$ cat src/rtl/gate_reduce_unit_if.sv
// Stream bundle for gate_reduce_unit: operand beats in, one folded result word out.
// The slave modport is the reducer; the master modport is the operand source plus the result consumer.
interface gate_reduce_unit_if #(
  parameter int WIDTH = 8,
  parameter int CW    = 4
);
  logic [2:0]       mode;
  logic             in_valid;
  logic             in_ready;
  logic [WIDTH-1:0] in_data;
  logic             in_last;
  logic             out_valid;
  logic             out_ready;
  logic [WIDTH-1:0] out_data;
  logic [CW-1:0]    out_count;
  logic             out_trunc;

  modport slave (
    input  mode, in_valid, in_data, in_last, out_ready,
    output in_ready, out_valid, out_data, out_count, out_trunc
  );

  modport master (
    output mode, in_valid, in_data, in_last, out_ready,
    input  in_ready, out_valid, out_data, out_count, out_trunc
  );
endinterface

$ cat src/rtl/gate_reduce_unit.sv
// WIDTH-bit multi-input logic gate: folds a serial frame of up to MAX_INPUTS operands
// with AND/OR/XOR and emits one registered result per frame, optionally inverted.
module gate_reduce_unit #(
  parameter int WIDTH      = 8,
  parameter int MAX_INPUTS = 8,
  parameter int CW         = $clog2(MAX_INPUTS + 1)
) (
  input logic               clk,
  input logic               rst,
  gate_reduce_unit_if.slave bus
);
  typedef enum logic [1:0] {IDLE = 2'd0, ACCUM = 2'd1, HOLD = 2'd2} state_t;
  typedef enum logic [1:0] {OP_AND = 2'd0, OP_OR = 2'd1, OP_XOR = 2'd2} op_t;

  localparam logic [CW-1:0] CAP = CW'(MAX_INPUTS);

  state_t           state, state_n;
  op_t              op, op_n;
  logic             inv, inv_n;
  logic [WIDTH-1:0] acc, acc_n;
  logic [CW-1:0]    cnt, cnt_n;
  logic             out_valid, out_valid_n;
  logic [WIDTH-1:0] out_data, out_data_n;
  logic [CW-1:0]    out_count, out_count_n;
  logic             out_trunc, out_trunc_n;
  logic             ready;
  logic             accept;
  logic             close;

  function automatic logic [WIDTH-1:0] fold(input op_t o, input logic [WIDTH-1:0] a,
                                            input logic [WIDTH-1:0] b);
    case (o)
      OP_AND:  fold = a & b;
      OP_OR:   fold = a | b;
      OP_XOR:  fold = a ^ b;
      default: fold = a & b;
    endcase
  endfunction

  // ready depends only on state and reset, so there is no combinational in->out path
  assign ready  = (state != HOLD) && !rst;
  assign accept = bus.in_valid && ready;

  // Next-state, accumulator fold and frame-close result capture
  always_comb begin
    state_n     = state;
    op_n        = op;
    inv_n       = inv;
    acc_n       = acc;
    cnt_n       = cnt;
    out_valid_n = out_valid;
    out_data_n  = out_data;
    out_count_n = out_count;
    out_trunc_n = out_trunc;
    close       = 1'b0;
    case (state)
      IDLE: begin
        if (accept) begin
          acc_n = bus.in_data;
          cnt_n = CW'(1);
          case (bus.mode)
            3'd0:    begin op_n = OP_AND; inv_n = 1'b0; end
            3'd1:    begin op_n = OP_AND; inv_n = 1'b1; end
            3'd2:    begin op_n = OP_OR;  inv_n = 1'b0; end
            3'd3:    begin op_n = OP_OR;  inv_n = 1'b1; end
            3'd4:    begin op_n = OP_XOR; inv_n = 1'b0; end
            3'd5:    begin op_n = OP_XOR; inv_n = 1'b1; end
            default: begin op_n = OP_AND; inv_n = 1'b1; end
          endcase
          if (bus.in_last || (MAX_INPUTS == 1)) begin
            close = 1'b1;
          end else begin
            state_n = ACCUM;
          end
        end else begin
          state_n = IDLE;
        end
      end
      ACCUM: begin
        if (accept) begin
          acc_n = fold(op, acc, bus.in_data);
          cnt_n = cnt + CW'(1);
          close = bus.in_last || (cnt_n == CAP);
        end else begin
          state_n = ACCUM;
        end
      end
      HOLD: begin
        if (bus.out_ready) begin
          out_valid_n = 1'b0;
          state_n     = IDLE;
        end else begin
          state_n = HOLD;
        end
      end
      default: state_n = IDLE;
    endcase
    // trunc only when the cap closed the frame and in_last was absent on that beat
    if (close) begin
      state_n     = HOLD;
      out_valid_n = 1'b1;
      out_data_n  = acc_n ^ {WIDTH{inv_n}};
      out_count_n = cnt_n;
      out_trunc_n = !bus.in_last;
    end else begin
      out_trunc_n = out_trunc_n;
    end
  end

  // State, accumulator and registered outputs
  always_ff @(posedge clk or posedge rst) begin
    if (rst) begin
      state     <= IDLE;
      op        <= OP_AND;
      inv       <= 1'b0;
      acc       <= {WIDTH{1'b0}};
      cnt       <= {CW{1'b0}};
      out_valid <= 1'b0;
      out_data  <= {WIDTH{1'b0}};
      out_count <= {CW{1'b0}};
      out_trunc <= 1'b0;
    end else begin
      state     <= state_n;
      op        <= op_n;
      inv       <= inv_n;
      acc       <= acc_n;
      cnt       <= cnt_n;
      out_valid <= out_valid_n;
      out_data  <= out_data_n;
      out_count <= out_count_n;
      out_trunc <= out_trunc_n;
    end
  end

  assign bus.in_ready  = ready;
  assign bus.out_valid = out_valid;
  assign bus.out_data  = out_data;
  assign bus.out_count = out_count;
  assign bus.out_trunc = out_trunc;
endmodule

$ cat src/flat_wrapper.sv
// flat-port wrapper written by rule: the top's interface ports become plain ports
module gate_reduce_unit_flat 
#(
  parameter int WIDTH      = 8,
  parameter int MAX_INPUTS = 8,
  parameter int CW         = $clog2(MAX_INPUTS + 1)
)
  (clk, rst, bus_mode, bus_in_valid, bus_in_data, bus_in_last, bus_out_ready, bus_in_ready, bus_out_valid, bus_out_data, bus_out_count, bus_out_trunc);
  gate_reduce_unit_if #(.WIDTH(WIDTH), .CW(CW)) bus_i ();
  input logic clk;
  input logic rst;
  input wire logic [$bits(bus_i.mode)-1:0] bus_mode;
  input wire logic [$bits(bus_i.in_valid)-1:0] bus_in_valid;
  input wire logic [$bits(bus_i.in_data)-1:0] bus_in_data;
  input wire logic [$bits(bus_i.in_last)-1:0] bus_in_last;
  input wire logic [$bits(bus_i.out_ready)-1:0] bus_out_ready;
  output wire logic [$bits(bus_i.in_ready)-1:0] bus_in_ready;
  output wire logic [$bits(bus_i.out_valid)-1:0] bus_out_valid;
  output wire logic [$bits(bus_i.out_data)-1:0] bus_out_data;
  output wire logic [$bits(bus_i.out_count)-1:0] bus_out_count;
  output wire logic [$bits(bus_i.out_trunc)-1:0] bus_out_trunc;
  assign bus_i.mode = bus_mode;
  assign bus_i.in_valid = bus_in_valid;
  assign bus_i.in_data = bus_in_data;
  assign bus_i.in_last = bus_in_last;
  assign bus_i.out_ready = bus_out_ready;
  assign bus_in_ready = bus_i.in_ready;
  assign bus_out_valid = bus_i.out_valid;
  assign bus_out_data = bus_i.out_data;
  assign bus_out_count = bus_i.out_count;
  assign bus_out_trunc = bus_i.out_trunc;
  gate_reduce_unit #(.WIDTH(WIDTH), .MAX_INPUTS(MAX_INPUTS), .CW(CW)) u_core (.clk(clk), .rst(rst), .bus(bus_i));
endmodule
$ cat config.mk
export PLATFORM = sky130hd
export DESIGN_NAME = gate_reduce_unit_flat
export DESIGN_NICKNAME = d
export VERILOG_FILES = /design/src/rtl/gate_reduce_unit_if.sv /design/src/rtl/gate_reduce_unit.sv /design/src/flat_wrapper.sv
export SDC_FILE = /design/constraint.sdc
export NUM_CORES = 1
export LEC_CHECK = 0
export BUFFER_PORTS_ARGS = -buffer_cell sky130_fd_sc_hd__buf_2
export CAP_MARGIN = 10
export CORE_MARGIN = 5
export CORE_UTILIZATION = 55
export DETAILED_ROUTE_END_ITERATION = 7
export PLACE_DENSITY = 0.78
export SLEW_MARGIN = 20
export SYNTH_ARGS = -nofsm -noshare
export SYNTH_HDL_FRONTEND = slang
export SYNTH_SLANG_ARGS = --single-unit
$ cat constraint.sdc
create_clock -name clk -period 2.81 [get_ports clk]
set_clock_uncertainty 0.2 [all_clocks]
set_input_delay 0.4215 -clock clk [delete_from_list [all_inputs] [get_ports clk]]
set_output_delay 0.4215 -clock clk [all_outputs]
set_load 0.02 [all_outputs]
# Word level (Yosys, flattened, before mapping)
# Cells that the tools add are included.
[word_totals] reg_bits=31 out_inout_bits=15 elab_cells=65
[op_classes] add_sub_neg=1 n_eq_ne=12 n_mux=24 bitwise_logic=4 n_reduce_logical=15
[op_table] cell="8-bit case mux with 2 select lines" count=2
[op_table] cell="8-bit 2-to-1 mux" count=2
[op_table] cell="8-bit bitwise XOR" count=2
[op_table] cell="2-bit 2-to-1 mux" count=5
[op_table] cell="1-bit 2-to-1 mux" count=9
[op_table] cell="8-bit AND" count=1
[op_table] cell="4-bit 2-to-1 mux" count=2
[op_table] cell="8-bit bitwise OR" count=1
[op_table] cell="4-bit case mux with 2 select lines" count=1
[op_table] cell="3-bit by 2-bit == test with 1-bit output, second input constant" count=2
[op_table] cell="3-bit == test, second input constant" count=2
[op_table] cell="2-bit case mux with 3 select lines" count=1
[op_table] cell="2-bit AND reduction" count=3
[op_table] cell="4-bit by 1-bit adder with 4-bit output, second input constant" count=1
[op_table] cell="2-bit by 1-bit == test with 1-bit output, second input constant" count=2
[op_table] cell="2-bit == test, second input constant" count=2
[op_table] cell="4-bit == test, second input constant" count=1
[op_table] cell="4-bit inequality test, second input constant" count=1
[op_table] cell="2-bit case mux with 2 select lines" count=1
[op_table] cell="2-bit nonzero test" count=2
[op_table] cell="2-bit OR reduction" count=2
[op_table] cell="3-bit logical NOT" count=1
[op_table] cell="3-bit inequality test, second input constant" count=1
[op_table] cell="3-bit OR reduction" count=1
[op_table] cell="other kinds (6)" count=8

# Logic depth before layout (Yosys ltp)
# Gate-level depths: netlist (run 1).
[logic_depth] depth_word=7 depth_mapped=8 mapped_depth_nobuf=8

# Worst setup path before layout (run 1)
# OpenSTA, ideal clock, no wires.
[synth_path] path_type="input port to flip-flop" startpoint="input port rst" endpoint="register u_core.out_count[0] (netlist: u_core.bus.out_count[0])" setup_time_ns=0.125 t_arrival_ns=2.090 required_ns=2.485 setup_slack_ns=0.395 stages=6 cell_sequence="inv_1 -> nand3_1 -> ha_1 -> a211oi_1 -> a21oi_1 -> mux2_2"
[synth_via] elab_chain_len=5
[synth_lines] element="from (decl)" line_no="flat_wrapper.sv:11" rtl="input logic rst;"
[synth_lines] element="1-bit logical NOT *" line_no="gate_reduce_unit.sv:41" rtl="assign ready = (state != HOLD) && !rst;"
[synth_lines] element="1-bit logical AND *" line_no="gate_reduce_unit.sv:41"
[synth_lines] element="1-bit logical AND *" line_no="gate_reduce_unit.sv:42" rtl="assign accept = bus.in_valid && ready;"
[synth_lines] element="4-bit 2-to-1 mux, on equally long branches" line_no="gate_reduce_unit.sv:80, gate_reduce_unit.sv:58"
[synth_lines] element="4-bit case mux with 2 select lines *" line_no="gate_reduce_unit.sv:56" rtl="case (state)"
[synth_lines] element="via u_core.cnt_n[0]" line_no="gate_reduce_unit.sv:21" rtl="logic [CW-1:0] cnt, cnt_n;"
[synth_lines] element="to (signal assigned)" line_no="gate_reduce_unit.sv:120" rtl="out_count <= {CW{1'b0}};"
[synth_lines] element="to (signal assigned)" line_no="gate_reduce_unit.sv:130" rtl="out_count <= out_count_n;"
[synth_lines] element="to (decl)" line_no="gate_reduce_unit.sv:24" rtl="logic [CW-1:0] out_count, out_count_n;"
# Mark *: on every way through the listed nets, which the timed path passes. The rest lies on a longest branch.
# A chain may end at the register's enable or synchronous reset.

# Worst setup path in the final report (run 1)
[layout_path] startpoint="register u_core.state[0]" endpoint="register u_core.out_count[2] (netlist: u_core.bus.out_count[2])"
[layout_via] elab_chain_len=5
[layout_lines] element="from (decl)" line_no="gate_reduce_unit.sv:17" rtl="state_t state, state_n;"
[layout_lines] element="from (signal assigned)" line_no="gate_reduce_unit.sv:123" rtl="state <= state_n;"
[layout_lines] element="2-bit inequality test" line_no="gate_reduce_unit.sv:41"
[layout_lines] element="1-bit logical AND" line_no="gate_reduce_unit.sv:41"
[layout_lines] element="1-bit logical AND" line_no="gate_reduce_unit.sv:42"
[layout_lines] element="4-bit 2-to-1 mux, or another cell as far along" line_no="gate_reduce_unit.sv:80" rtl="if (accept) begin"
[layout_lines] element="4-bit case mux with 2 select lines or 1-bit case mux with 2 select lines (tied branches)" line_no="gate_reduce_unit.sv:56"
# Several ways; a longest one is shown, not always the timed one.

==> flow_summary.json, run 1 <==
{
  "cp_max_fo": 16,
  "dieArea_um2": 4870,
  "cp-start-kind": "flip-flop",
  "crit_cells": 5,
  "register_area_um2": 776,
  "avgSynthCellArea_um2": 10.7,
  "syn_nets": 220,
  "synth_compound_area_frac": 0.179,
  "drc": 0,
  "p_clk_frac": 0.134,
  "cts.path.max_buffers": 2,
  "cp-end-kind": "flip-flop",
  "switching_power_w": 0.000789,
  "worst_r2r_path_depth": 5,
  "switching_share": 0.414,
  "async_flop_share": 1.00,
  "p_leak_nw": 1.10,
  "synth.distinct_cells": 37,
  "setup.worst_path.start": "u_core.state[0]$_DFFE_PP0P_",
  "rsz0062_at_grt": "no",
  "htreeDepth": 2,
  "fin_setup_tns_ns": 0,
  "die-height_um": 69.8,
  "drtIter0Drc": 65,
  "die_w_um": 69.8,
  "critPathKind": "reg2reg",
  "regToRegSetupSlack_ns": 0.40,
  "root_buffer": "clkbuf_4",
  "yosys.area_share.adder": 0.127,
  "fin_crit_sh": 0.859,
  "gp_congestion": 0.859,
  "grt_pass1_vias": 1566,
  "grt_first_pass_wirelength_um": 6940,
  "multi_input_area_um2": 1040,
  "seqPwrFrac": 0.386,
  "grt_max_degree": 32,
  "fmax_mhz": 414,
  "hold_class": "in2async",
  "area_growth_pct": 12.9,
  "wl_per_cell_um": 15.2,
  "syn_area_um2": 1970,
  "num_antenna_cells": 0,
  "n_fill_cell": 260,
  "crit_end": "u_core.bus.out_count[2]$_DFFE_PP0P_",
  "drtPass1Iterations": 4,
  "synth-main-ff-cell": "dfrtp_1",
  "worstPathArrival_ns": 2.42,
  "rows": 21,
  "ys_seq_area_frac": 0.395,
  "postRouteAntennaNets": 0,
  "vdd_drop_max_uv": 431,
  "path_delay_family": "flip-flops",
  "fin_crit_ns": 2.41,
  "initial_core_util": 0.580,
  "synth_edf_count": 0,
  "power_density_nw_per_um2": 858,
  "postCtsSetupBuffers": 0,
  "slowest_delay_ns": 0.69,
  "io_pins": 31,
  "slowest_stage": "dfrtp_1",
  "drv_slew": 0,
  "holdWs_ns": 0.0704,
  "cts_buffers": 5,
  "globalRouteOverflowTotal": 0,
  "place_area_um2": 2160,
  "r2r-start": "u_core.state[0]$_DFFE_PP0P_",
  "stdcell_area_um2": 2220,
  "hold_viol": 0,
  "route.vias.total": 1454,
  "timing.rr.end": "u_core.bus.out_count[2]$_DFFE_PP0P_",
  "synth_cells": 184,
  "nets": 253,
  "wl_um": 4010,
  "postCtsResizedCells": 0,
  "antenna_found_initial": 0,
  "drive_gt1_frac": 0.276,
  "clkTransAtPathRegs_ns": 0.09,
  "yosys.area_share.xor_xnor": 0.0401,
  "setup_viol": 0,
  "pwr-share-comb": 0.480,
  "p_total_w": 0.00190,
  "port_buffers": 30,
  "path_cells": "nand2b_1 > nor3_1 > o21a_1 > buf_4 > mux2_2",
  "synth_top_family_by_area": "compound AO/OA/AOI/OAI gates",
  "status": "finished, final reports clean",
  "crit_required_ns": 2.82,
  "cts_hold_buffers": 0,
  "cp_num_buf_inv": 1,
  "maxCapViolCount": 0,
  "synthSimpleGateAreaFrac": 0.104,
  "clock_sinks": 31,
  "core_um2": 3390,
  "worst_slew_pin_slew_ns": 0.536,
  "ys_ff_latch": 31,
  "via_per_inst": 5.53,
  "yosys_warnings": 0,
  "cts_tree": "done",
  "synthMuxAreaShare": 0.0796,
  "max-slew-margin-rel": 0.643,
  "dpl.hpwl_um": 3130,
  "grt_use_total": 0.177,
  "clk_latency_ns": 0.32,
  "p_int_w": 0.00112
}
[per-layer routing]
layer / wire (um) / up-vias / GRT usage
met3: 173 / 9 / 0.0478
met2: 2100 / 27 / 0.308
met1: 1670 / 721 / 0.205
li1: - / 697 / -
met4: 60 / 0 / 0.0702
met5: 0 / - / 0
[through the flow]
stage	setup slack (ns)	utilization	std cells
CTS	0.373	0.655	263
global placement	0.480	0.638	256
global route	0.232	0.655	263
detailed placement	0.418	0.638	256
floorplan	0.395	-	184
finish	0.397	0.655	263
[sequential cells by signal, indices dropped and copies added (netlist names)]
signal,flops
u_core.acc,8
u_core.bus.out_data,8
u_core.bus.out_count,4
u_core.cnt,4
u_core.op,2
u_core.state,2
u_core.bus.out_trunc,1
u_core.bus.out_valid,1
u_core.inv,1
[cell families after synthesis]
| kind of cell | Yosys count |
|---|---|
| multiplexers | 13 |
| flip-flops | 31 |
| AND/OR/NAND/NOR | 35 |
| buffers and inverters | 38 |
| XOR/XNOR | 9 |
| adder cells (fa/ha/maj) | 20 |
| AO/OA/AOI/OAI | 38 |
[worst min path at each step]
stage | startpoint | end | slack [ns]
floorplan | u_core.cnt[1]$_DFF_PP0_ | u_core.cnt[1]$_DFF_PP0_ | 0.28
global placement | u_core.bus.out_valid$_DFFE_PP0P_ | u_core.bus.out_valid$_DFFE_PP0P_ | 0.26
detailed placement | u_core.bus.out_valid$_DFFE_PP0P_ | u_core.bus.out_valid$_DFFE_PP0P_ | 0.26
CTS | rst | u_core.state[1]$_DFFE_PP0P_ | 0.06
global route | bus_in_last | u_core.bus.out_trunc$_DFFE_PP0P_ | 0.07
finish | rst | u_core.cnt[1]$_DFF_PP0_ | 0.07
[cells in the final DEF, fill, tap and decap left out, types with 5 or more instances in the layout]
cell type / n
nor2_1: 7
nand2_1: 11
nand3_1: 7
ha_1: 20
inv_1: 31
a21oi_1: 5
dfrtp_1: 31
clkbuf_4: 5
o21ai_0: 7
mux2_2: 8
xnor2_1: 8
a221oi_1: 8
buf_2: 30
[synth_stat cells (2+ instances only)]
library cell	n	area (um^2)
nor2_1	7	26.3
o221ai_1	4	35.0
nand2_1	11	41.3
a21boi_0	4	30.0
ha_1	20	250
buf_2	2	10.0
buf_1	2	7.51
nand3_1	7	35.0
clkbuf_1	2	7.51
xnor2_1	8	70.1
mux2_2	8	90.1
dfrtp_1	31	776
inv_1	31	116
mux2_4	3	45.0
o311ai_4	4	105
o21ai_0	7	35.0
a21oi_1	5	25.0
nand3b_1	2	15.0
a221oi_1	8	70.1
[power by group through the flow]
| stage | registers, W | clock network [W] | logic [W] |
|---|---|---|---|
| after detailed placement | 0.000742 | 0 | 0.000925 |
| after floorplan | 0.000827 | 0 | 0.000579 |
| final | 0.000735 | 0.000255 | 0.000914 |
| after global routing | 0.000761 | 0.000289 | 0.00101 |
| after global placement | 0.000731 | 0 | 0.000890 |
| after CTS | 0.000737 | 0.000269 | 0.000926 |
[worst min-delay path: stages]
cell and delay [ns]:
buf_2 0.15, inv_1 0.08, buf_4 0.37
[cell type report]
cell class,instances,area share
well taps,46,0.0259
clock inverters,1,0.00225
multi-input cells,115,0.469
inverters,31,0.0524
flip-flops and latches,31,0.349
clock buffers,6,0.0231
repair buffers,33,0.0778
No activity file was read; power rests on OpenSTA's default activity.
==> run 2: changes to the inputs <==
--- a/config.mk
+++ b/config.mk
@@ -5,12 +5,13 @@
 export SDC_FILE = /design/constraint.sdc
 export NUM_CORES = 1
 export LEC_CHECK = 0
-export BUFFER_PORTS_ARGS = -buffer_cell sky130_fd_sc_hd__buf_2
 export CAP_MARGIN = 10
 export CORE_MARGIN = 5
 export CORE_UTILIZATION = 55
+export CTS_BUF_LIST = sky130_fd_sc_hd__clkbuf_2
 export DETAILED_ROUTE_END_ITERATION = 7
-export PLACE_DENSITY = 0.78
+export DONT_BUFFER_PORTS = 1
+export PLACE_DENSITY = 0.7
 export SLEW_MARGIN = 20
 export SYNTH_ARGS = -nofsm -noshare
 export SYNTH_HDL_FRONTEND = slang
==> run 2 against run 1 <==
Effect of this change: count of clock-buffer cells in the layout is the same; die area is the same; core utilization shrank 3.9 points; setup slack gained 0.10 ns; sequential power grew 16%; non-clock buffer count shrank 26; maximum frequency grew 4.4%; clock power shrank 20%; routed wire length shrank 6.6%; sequential cell count is the same.
==> flow_summary.json, run 2 (same netlist as run 1, synthesis figures left out) <==
{
  "wl_per_cell_um": 15.7,
  "grt_use_total": 0.167,
  "cp-start-kind": "flip-flop",
  "port_buffers": 0,
  "critPathKind": "reg2reg",
  "cp_num_buf_inv": 2,
  "clock_sinks": 31,
  "grt_pass1_vias": 1452,
  "holdWs_ns": 0.0270,
  "fin_crit_sh": 0.823,
  "root_buffer": "clkbuf_2",
  "nets": 227,
  "setup_viol": 0,
  "path_cells": "inv_1 > ha_1 > inv_1 > o21ai_0 > o221ai_1 > xnor2_1 > mux2_2",
  "drtPass1Iterations": 4,
  "die-height_um": 69.8,
  "core_um2": 3390,
  "wl_um": 3740,
  "globalRouteOverflowTotal": 0,
  "rsz0062_at_grt": "no",
  "route.vias.total": 1326,
  "setup_ws_ns": 0.498,
  "area_growth_pct": 6.24,
  "max-slew-margin-rel": 0.614,
  "dieArea_um2": 4870,
  "clk_latency_ns": 0.34,
  "cts.path.max_buffers": 2,
  "die_w_um": 69.8,
  "postCtsSetupBuffers": 0,
  "drc": 0,
  "gp_congestion": 0.800,
  "worstPathArrival_ns": 2.37,
  "slowest_delay_ns": 0.46,
  "via_per_inst": 5.57,
  "drive_gt1_frac": 0.156,
  "initial_core_util": 0.580,
  "path_delay_family": "adder cells",
  "postRouteAntennaNets": 0,
  "fmax_mhz": 433,
  "cpMostUsedCell": "inv_1",
  "slowest_stage": "ha_1",
  "vdd_drop_max_uv": 469,
  "power_density_nw_per_um2": 840,
  "grt_first_pass_wirelength_um": 6730,
  "rows": 21,
  "p_leak_nw": 0.987,
  "io_pins": 31,
  "htreeDepth": 2,
  "hold_class": "in2reg",
  "cts_buffers": 5,
  "maxCapViolCount": 0,
  "drtIter0Drc": 70,
  "cp-end-kind": "flip-flop",
  "postCtsResizedCells": 0,
  "drv_slew": 0,
  "status": "finished, final reports clean",
  "cts_tree": "done",
  "pre_cts_ws_ns": 0.537,
  "clkTransAtPathRegs_ns": 0.15,
  "hold_viol": 0,
  "reg_top3": "u_core.acc: 8 flops, u_core.bus.out_data: 8 flops",
  "cp_max_fo": 9,
  "worst_slew_pin_slew_ns": 0.579,
  "grt_max_degree": 32,
  "dpl.hpwl_um": 2730,
  "antenna_found_initial": 0,
  "num_antenna_cells": 0,
  "fin_setup_tns_ns": 0,
  "fin_crit_ns": 2.31,
  "crit_required_ns": 2.86,
  "layout.cells.most_common_list": "31 x inv_1, 31 x dfrtp_1, 20 x ha_1, 11 x nand2_1",
  "cts_hold_buffers": 3
}
## run 2: final cells by class
cell class	instances	area, um^2
Multi-Input combinational cell	115	1040
Inverter	31	116
Timing Repair Buffer	7	60.1
Clock inverter	2	7.51
Sequential cell	31	776
Fill cell	283	1300
Tap cell	46	57.6
Clock buffer	6	30.0
## run 2: final timing paths
| kind | startpoint | to | slack, ns | cells after the start |
|---|---|---|---|---|
| hold / removal | bus_mode[2] | u_core.op[1]$_DFFE_PP0P_ | 0.03 | 2 |
| setup reg to reg | u_core.op[0]$_DFFE_PP0P_ | u_core.bus.out_data[4]$_DFFE_PP0P_ | 0.50 | 7 |
| setup / recovery | u_core.op[0]$_DFFE_PP0P_ | u_core.bus.out_data[4]$_DFFE_PP0P_ | 0.50 | 7 |
| hold reg to reg | u_core.acc[2]$_DFF_PP0_ | u_core.acc[2]$_DFF_PP0_ | 0.37 | 2 |
| min in group asynchronous | rst | u_core.acc[0]$_DFF_PP0_ | 0.41 | 3 |
| max in group asynchronous | rst | u_core.acc[2]$_DFF_PP0_ | 1.70 | 3 |
## run 2: power by group
| part | internal [W] | leakage [nW] | switching [W] |
|---|---|---|---|
| clock | 0.0000600 | 0.0281 | 0.000145 |
| combinational | 0.000324 | 0.583 | 0.000370 |
| sequential | 0.000612 | 0.376 | 0.000244 |
| total | 0.000996 | 0.987 | 0.000758 |
## run 2: metrics by stage
step                      utilization  total power, W  cell area, um^2  cells
final                           0.616         0.00175             2090    238
after global routing            0.616         0.00191             2090    238
after CTS                       0.616         0.00177             2090    238
after detailed placement        0.596         0.00156             2020    227
after global placement          0.596         0.00152             2020    227
after floorplan                     -         0.00141             1970    184
## run 2: layer usage
| layer | vias up | global-route usage | share of wire |
|---|---|---|---|
| met2 | 34 | 0.275 | 0.48 |
| met4 | 0 | 0.0468 | 0.0086 |
| met1 | 646 | 0.205 | 0.43 |
| met5 | - | 0 | 0 |
| li1 | 640 | - | - |
| met3 | 6 | 0.0623 | 0.079 |
## run 2: worst register-to-register path, delay by kind of cell (launching register included)
kind / cells / cell delay, ns
mux: 1 / 0.27
buf+inv: 2 / 0.28
compound gates: 2 / 0.42
flops: 1 / 0.39
fa+ha+maj: 1 / 0.46
xor+xnor: 1 / 0.19
==> run 3: changes to the inputs <==
==> constraint.sdc (replaced) <==
create_clock -name clk -period 2.3 [get_ports clk]
set_clock_uncertainty 0.2 [all_clocks]
set_input_delay 0.345 -clock clk [delete_from_list [all_inputs] [get_ports clk]]
set_output_delay 0.345 -clock clk [all_outputs]
set_load 0.02 [all_outputs]
==> run 3 against run 2 <==
Effect of this change: worst hold slack lost 0.016 ns; first-iteration DRC count shrank 24%; routed wire length grew 11%; sequential cell count is the same; die area is the same; combinational power grew 28%; core utilization grew 2.8 points; count of clock-buffer cells in the layout is the same; total power grew 25%; non-clock buffer count grew 10; global-route usage grew 1.2 points; register-to-register slack lost 0.34 ns.
==> flow_summary.json, run 3 (same netlist as run 1, synthesis figures left out) <==
{
  "clock_sinks": 31,
  "cts.path.max_buffers": 2,
  "nets": 237,
  "rsz0062_at_grt": "no",
  "timing.rr.end": "u_core.op[1]$_DFFE_PP0P_",
  "hold_depth": 2,
  "maxCapViolCount": 0,
  "port_buffers": 0,
  "p_leak_nw": 1.02,
  "drtPass1Iterations": 4,
  "setup_viol": 0,
  "area_growth_pct": 11.1,
  "vdd_drop_max_uv": 528,
  "postRouteAntennaNets": 0,
  "cp-start-kind": "primary input",
  "wl_per_cell_um": 16.7,
  "worstHoldStart": "rst",
  "globalRouteOverflowTotal": 0,
  "root_buffer": "clkbuf_2",
  "slowest_delay_ns": 0.62,
  "regToRegSetupSlack_ns": 0.16,
  "slowest_stage": "dlygate4sd3_1",
  "fin_setup_tns_ns": 0,
  "route.vias.total": 1362,
  "drv_slew": 0,
  "drc": 0,
  "rows": 21,
  "layout.cells.most_common_list": "31 x dfrtp_1, 30 x inv_1, 19 x ha_1, 11 x nand2_1, 9 x dlygate4sd3_1",
  "hold_class": "in2reg",
  "dieArea_um2": 4870,
  "power_density_nw_per_um2": 1010,
  "hold_end": "u_core.op[0]$_DFFE_PP0P_",
  "io_pins": 31,
  "cts_buffers": 5,
  "die_w_um": 69.8,
  "path_cells": "dlygate4sd3_1 > nor3b_4 > nand2_4 > o311ai_4 > xnor2_1 > mux2_2",
  "status": "finished, final reports clean",
  "drtIter0Drc": 53,
  "cts_tree": "done",
  "hold_viol": 0,
  "crit_required_ns": 2.37,
  "final_common_cell": "dfrtp_1",
  "via_per_inst": 5.49,
  "clkTransAtPathRegs_ns": 0.16,
  "worstPathArrival_ns": 2.23,
  "dpl.hpwl_um": 2970,
  "max-slew-margin-rel": 0.663,
  "fin_crit_sh": 0.939,
  "cp-end-kind": "flip-flop",
  "num_antenna_cells": 0,
  "critPathKind": "in2reg",
  "initial_core_util": 0.580,
  "postCtsSetupBuffers": 0,
  "clk_latency_ns": 0.36,
  "grt_use_total": 0.180,
  "grt_first_pass_wirelength_um": 6950,
  "fmax_mhz": 463,
  "grt_max_degree": 32,
  "cp_max_fo": 6,
  "r2r-start": "u_core.state[0]$_DFFE_PP0P_",
  "core_um2": 3390,
  "fin_crit_ns": 2.16,
  "wl_um": 4140,
  "reg_top3": "u_core.acc: 8 flops, u_core.bus.out_data: 8 flops",
  "worst_slew_pin_slew_ns": 0.504,
  "drive_gt1_frac": 0.178,
  "htreeDepth": 2,
  "grt_pass1_vias": 1484,
  "holdWs_ns": 0.0112,
  "worst_r2r_path_depth": 4,
  "n_fill_cell": 277,
  "antenna_found_initial": 0,
  "gp_congestion": 0.831,
  "die-height_um": 69.8
}
run 3: cell types whose count changed in the layout (fill, tap and decap cells not counted), sizes merged:
cell,change
buf,+4
inv,-1
clkinvlp,+1
dlygate4sd3,+6
run 3: report_power, final:
part | switching (W) | internal (W)
combinational | 0.000471 | 0.000415
clock | 0.000191 | 0.0000732
sequential | 0.000299 | 0.000747
total | 0.000961 | 0.00124
run 3: per-layer routing:
metal	up-vias	GRT usage	share of wire
met2	27	0.296	0.51
met3	7	0.0696	0.067
met1	666	0.214	0.41
met5	-	0	0
li1	662	-	-
met4	0	0.0596	0.012
run 3: critical path: cells and delay by family:
| kind | cells | cell delay [ns] |
|---|---|---|
| buffers and inverters | 1 | 0.62 |
| and+or+nand+nor | 2 | 0.52 |
| AOI/OAI and AO/OA | 1 | 0.34 |
| muxes | 1 | 0.27 |
| xor gates and xnor gates | 1 | 0.12 |
run 3: timing repair:
action                     in CTS  in global routing
hold buffers                    9                  0
setup endpoints to repair       0                  5
hold endpoints to repair       39                  0
gates resized for setup         0                  1
run 3: worst max path at each step:
stage | startpoint | endpoint | slack (ns) | cells past startpoint
after floorplan | rst | u_core.bus.out_count[0]$_DFFE_PP0P_ | 0.22 | 6
after global placement | u_core.op[0]$_DFFE_PP0P_ | u_core.bus.out_data[7]$_DFFE_PP0P_ | 0.19 | 7
after detailed placement | u_core.op[0]$_DFFE_PP0P_ | u_core.bus.out_data[4]$_DFFE_PP0P_ | 0.1 | 7
after CTS | u_core.op[0]$_DFFE_PP0P_ | u_core.bus.out_data[4]$_DFFE_PP0P_ | 0.07 | 7
after global routing | u_core.op[0]$_DFFE_PP0P_ | u_core.bus.out_data[2]$_DFFE_PP0P_ | 0.02 | 7
final | rst | u_core.bus.out_data[0]$_DFFE_PP0P_ | 0.14 | 6
run 3: layout make-up:
type | instances | area (um^2) | share of cell area
clock inverter | 2 | 7.51 | 0.00344
multi-input combinational | 115 | 1040 | 0.478
clock buffer | 6 | 30.0 | 0.0137
inverter | 31 | 120 | 0.0550
tap | 46 | 57.6 | 0.0263
timing repair buffer | 17 | 150 | 0.0687
sequential | 31 | 776 | 0.355
run 3: stage by stage:
stage / instances / instance area [um^2] / total power [W] / worst slack [ns] / utilization
after floorplan: 184 / 1970 / 0.00172 / 0.216 / -
after global placement: 231 / 2050 / 0.00188 / 0.191 / 0.606
after detailed placement: 231 / 2050 / 0.00193 / 0.0977 / 0.606
after CTS: 248 / 2180 / 0.00222 / 0.0674 / 0.644
after global routing: 248 / 2180 / 0.00237 / 0.0245 / 0.645
final: 248 / 2180 / 0.00220 / 0.139 / 0.645
